$ cat src/rtl/cordic_fp_pack.sv
// cordic_fp_pack
// Converts one signed Q15 sine/cosine pair from the CORDIC stage into two
// IEEE754 binary32 words. A shared one-bit-per-cycle normaliser shifts both
// magnitudes left until bit 15 is set, so the result is exact.
//
// Ports:
//   clk        system clock, rising edge
//   rst        synchronous active-high reset
//   valid_in   single-cycle strobe qualifying sin_q15/cos_q15/flip_in
//   sin_q15    signed Q15 sine
//   cos_q15    signed Q15 cosine
//   flip_in    opaque 3-bit tag, carried through unchanged
//   sin_fp     binary32 sine
//   cos_fp     binary32 cosine
//   flip_out   tag captured with the pair
//   valid_out  one-cycle pulse when sin_fp/cos_fp/flip_out are new
//   busy       high while a conversion is in flight; valid_in ignored then
//
// state | meaning
// ------+---------------------------------------------------------------
// IDLE  | waiting for valid_in
// NORM  | shifting un-normalised channels one bit per cycle
// DONE  | outputs packed, valid_out high for this single cycle
module cordic_fp_pack (
    input  logic        clk,
    input  logic        rst,
    input  logic        valid_in,
    input  logic [15:0] sin_q15,
    input  logic [15:0] cos_q15,
    input  logic [2:0]  flip_in,
    output logic [31:0] sin_fp,
    output logic [31:0] cos_fp,
    output logic [2:0]  flip_out,
    output logic        valid_out,
    output logic        busy
);

    typedef enum logic [1:0] {
        IDLE = 2'd0,
        NORM = 2'd1,
        DONE = 2'd2
    } state_t;

    state_t      state;
    logic        sign_s;
    logic        sign_c;
    logic [15:0] m_s;
    logic [15:0] m_c;
    logic [3:0]  n_s;
    logic [3:0]  n_c;
    logic [2:0]  flip_q;
    logic        done_s;
    logic        done_c;

    // Two's-complement magnitude; -32768 yields 0x8000, which is already
    // normalised and needs no special case.
    function automatic logic [15:0] abs16(input logic [15:0] x);
        return x[15] ? (~x + 16'd1) : x;
    endfunction

    // m is normalised (bit 15 set) unless it is zero. Bit 15 is the implied
    // leading one, so only m[14:0] reaches the mantissa.
    function automatic logic [31:0] pack(input logic       sgn,
                                         input logic [15:0] m,
                                         input logic [3:0]  n);
        logic [7:0] exponent;
        exponent = 8'd127 - {4'd0, n};
        if (m == 16'd0) begin
            return 32'd0;
        end
        return {sgn, exponent, m[14:0], 8'd0};
    endfunction

    assign done_s = m_s[15] || (m_s == 16'd0);
    assign done_c = m_c[15] || (m_c == 16'd0);
    assign busy   = (state != IDLE);

    always_ff @(posedge clk) begin
        if (rst) begin
            state     <= IDLE;
            sign_s    <= 1'b0;
            sign_c    <= 1'b0;
            m_s       <= 16'd0;
            m_c       <= 16'd0;
            n_s       <= 4'd0;
            n_c       <= 4'd0;
            flip_q    <= 3'd0;
            sin_fp    <= 32'd0;
            cos_fp    <= 32'd0;
            flip_out  <= 3'd0;
            valid_out <= 1'b0;
        end else begin
            case (state)
                IDLE: begin
                    valid_out <= 1'b0;
                    if (valid_in) begin
                        sign_s <= sin_q15[15];
                        sign_c <= cos_q15[15];
                        m_s    <= abs16(sin_q15);
                        m_c    <= abs16(cos_q15);
                        n_s    <= 4'd0;
                        n_c    <= 4'd0;
                        flip_q <= flip_in;
                        state  <= NORM;
                    end
                end
                NORM: begin
                    if (done_s && done_c) begin
                        sin_fp    <= pack(sign_s, m_s, n_s);
                        cos_fp    <= pack(sign_c, m_c, n_c);
                        flip_out  <= flip_q;
                        valid_out <= 1'b1;
                        state     <= DONE;
                    end else begin
                        if (!done_s) begin
                            m_s <= {m_s[14:0], 1'b0};
                            n_s <= n_s + 4'd1;
                        end
                        if (!done_c) begin
                            m_c <= {m_c[14:0], 1'b0};
                            n_c <= n_c + 4'd1;
                        end
                    end
                end
                DONE: begin
                    valid_out <= 1'b0;
                    state     <= IDLE;
                end
                default: begin
                    valid_out <= 1'b0;
                    state     <= IDLE;
                end
            endcase
        end
    end

endmodule

$ cat config.mk
export PLATFORM = sky130hd
export DESIGN_NAME = cordic_fp_pack
export DESIGN_NICKNAME = d
export VERILOG_FILES = /design/src/rtl/cordic_fp_pack.sv
export SDC_FILE = /design/constraint.sdc
export NUM_CORES = 1
export LEC_CHECK = 0
export CORE_ASPECT_RATIO = 0.9
export CORE_MARGIN = 2
export CORE_UTILIZATION = 53
export CTS_CLUSTER_SIZE = 30
export DETAILED_ROUTE_END_ITERATION = 8
export PLACE_DENSITY = 0.85
export SLEW_MARGIN = 20
export SYNTH_ARGS = -nofsm -noshare
export SYNTH_HDL_FRONTEND = slang
export SYNTH_SLANG_ARGS = --single-unit
$ cat constraint.sdc
create_clock -name clk -period 2.72 [get_ports clk]
set_input_delay 0.272 -clock clk [delete_from_list [all_inputs] [get_ports clk]]
set_output_delay 0.272 -clock clk [all_outputs]
set_load 0.05 [all_outputs]
==> impl_metrics.json, run 1 <==
{
  "status": "completed",
  "fin_setup_tns_ns": 0,
  "crit_required_ns": 2.98,
  "p_int_mw": 2.08,
  "die_x_microns": 99.3,
  "antenna_cells": 0,
  "p_switching_uw": 965,
  "finalSetupViolCount": 0,
  "grt_antenna_before_repair": 0,
  "ys_seq_elements": 93,
  "grt_start_max_net_pins": 55,
  "wirelength_microns": 10500,
  "synth.most_common_cell": "dfxtp_1",
  "die_area_sq_um": 8910,
  "min_period_over_period": 0.901,
  "report.final.slew_viol_count": 0,
  "p_leak_nw": 2.06,
  "drc": 0,
  "final_antenna_net_count": 0,
  "vias": 4018,
  "holdCritPathClass": "in -> reg",
  "max_slew_margin": 0.538,
  "clock_latency_ns": 0.37,
  "p_sw_frac": 0.316,
  "synth.distinct_cells": 47,
  "core_sq_um": 7990,
  "synthCells": 505,
  "syn_avg_cell_area_sq_um": 8.58,
  "yosys_warnings": 0,
  "p_comb_frac": 0.200,
  "grt_pass1_vias": 3696,
  "worstMarginPinSlew_ns": 0.690,
  "fillers": 644,
  "yosys.area.top_type": "dfxtp_1",
  "avgViaCountPerCell": 5.88,
  "dp_hpwl_microns": 7590,
  "io_pins": 107,
  "ys_top_cells_by_count": "93 x dfxtp_1, 49 x nor2_1, 48 x nand2_1",
  "num_rows": 31,
  "cts_tree": "yes",
  "fin_skew_ns": 0.0145,
  "drtIter0Drc": 215,
  "clkPwrFrac": 0.303,
  "finalHoldViolCount": 0,
  "cts_buffer_depth": 2,
  "cts_root_buffer": "clkbuf_8",
  "fmax_mhz": 408,
  "clk_pin_slew_ns": 0.10,
  "p_total_mw": 3.05,
  "hold_ws_ns": 0.386,
  "cts_sinks": 93,
  "async_flop_share": 0,
  "grt_pass1_wl_microns": 17200,
  "syn2layout_area_growth_pct": 24.6,
  "worst_path_max_delay_cell": "a21oi_1",
  "synth_ff_type": "dfxtp_1",
  "min_period_ns": 2.45,
  "synth_area_leaders": "dfxtp_1 43%, a22o_1 7.1%, nor2_1 4.2%, nand2_1 4.2%, buf_4 3.8%",
  "cap_violations": 0,
  "finalNonFillerCells": 683,
  "cp_max_fo": 9,
  "die_h_microns": 89.8,
  "seq_area_frac_synth": 0.430,
  "drt_first_pass_iters": 5,
  "cts_made_buffers": 9,
  "synth_top_area_share": 0.430,
  "synth_edf_count": 0,
  "place.gp.congestion": 0.926,
  "wire_per_inst_microns": 15.4,
  "netlist_area_sq_um": 4330,
  "dpl.cell_count": 667,
  "path_cells": "nor4_1 -> a41oi_1 -> a21oi_1 -> nor2_2 -> a32o_1",
  "ir_drop_v": 0.000351,
  "track_usage": 0.233,
  "seqPwrFrac": 0.497,
  "worstSetupPathType": "reg -> reg",
  "rsz0062_at_grt": "no",
  "cpPeakStageDelay_ns": 0.65,
  "grt-ovfl-total": 0,
  "cts_setup_buffers": 0,
  "critPathLaunchType": "flip-flop",
  "worstPathArrival_ns": 2.71,
  "start_util": 0.542,
  "fin_nets": 621,
  "end_kind": "flip-flop",
  "pre_cts_slack_ns": 0.0638,
  "port_buffers": 88,
  "htree_levels": 3,
  "drive_gt1_frac": 0.0634,
  "p_per_area_nw_per_um2": 565,
  "setup_slack_ns": 0.269
}
-- registers in the layout, indices dropped and copies added (netlist names) --
| name | flops |
|---|---|
| n_c | 4 |
| sign_c | 1 |
| cos_fp | 21 |
| valid_out | 1 |
| n_s | 4 |
| m_c | 16 |
| flip_out | 3 |
| sign_s | 1 |
| sin_fp | 21 |
| m_s | 16 |
| flip_q | 3 |
| state | 2 |
-- power groups by stage --
stage	clock, mW	combinational (mW)	sequential [mW]
floorplan	0	0.438	1.53
global placement	0	0.580	1.54
detailed placement	0	0.595	1.54
CTS	0.937	0.599	1.51
global route	0.992	0.660	1.53
finish	0.923	0.610	1.52
-- critical path, delay by kind of cell (launching register included) --
kind,cells,cell delay (ns)
simple gates,2,0.67
flops,1,0.34
compound gates,3,1.34
-- what timing repair did --
action                                  CTS  global route
endpoints found under the setup margin    0            11
gates resized for setup                   0             1
hold buffers                              0             0
-- placed cells by master, fill, tap and decap left out, types with 13 or more instances in the layout --
master	Yosys	routed
a21oi_1	26	25
a22o_1	35	35
nor2_1	49	49
clkdlybuf4s50_1	0	87
xor2_1	18	18
nand2_1	48	48
conb_1	1	18
o21ai_0	28	28
buf_4	22	13
nor3_1	16	16
dfxtp_1	93	93
a22oi_1	19	19
-- cells by family after synthesis --
| family | count (synthesis) | share of synthesized area |
|---|---|---|
| AOI/OAI and AO/OA | 150 | 0.244 |
| other | 1 | 0.000866 |
| muxes | 6 | 0.0139 |
| and+or+nand+nor | 160 | 0.172 |
| adders and majority gates | 4 | 0.0116 |
| xor gates and xnor gates | 24 | 0.0485 |
| buffers and inverters | 67 | 0.0797 |
| DFF | 93 | 0.430 |
-- final cells by class --
cell class              instances  area, sq um  area share
clock buffers                   9          124      0.0230
clock inverters                 7         72.6      0.0135
inverters                      12         45.0     0.00835
multi-input cells             362         2190       0.407
flip-flops and latches         93         1860       0.345
well taps                      99          124      0.0230
repair buffers                101          973       0.180
-- metrics by stage --
stage,cell area (sq um),util
floorplan,4400,-
global placement,5190,0.650
detailed placement,5190,0.650
CTS,5390,0.675
global route,5400,0.675
finish,5400,0.675
-- final timing paths --
check,start,end,slack [ns],depth (start not counted)
max,m_s[5],m_s[0],0.27,5
min,rst,m_c[15],0.39,2
max reg2reg,m_s[5],m_s[0],0.27,5
min reg2reg,sign_s,sign_s,0.46,2
-- per-layer routing --
| layer | global-route usage | routed length, microns |
|---|---|---|
| met2 | 0.405 | 5210 |
| met3 | 0.0583 | 704 |
| met1 | 0.288 | 4460 |
| met5 | 0 | 0 |
| met4 | 0.0594 | 161 |
Power figures use the tool's default switching activity.
==> run 2: changes to the inputs <==
--- a/config.mk
+++ b/config.mk
@@ -5,6 +5,7 @@
 export SDC_FILE = /design/constraint.sdc
 export NUM_CORES = 1
 export LEC_CHECK = 0
+export CAP_MARGIN = 5
 export CORE_ASPECT_RATIO = 0.9
 export CORE_MARGIN = 2
 export CORE_UTILIZATION = 53
==> results of run 2 <==
Same layout as run 1: the final DEF is identical, and so are final timing and power.
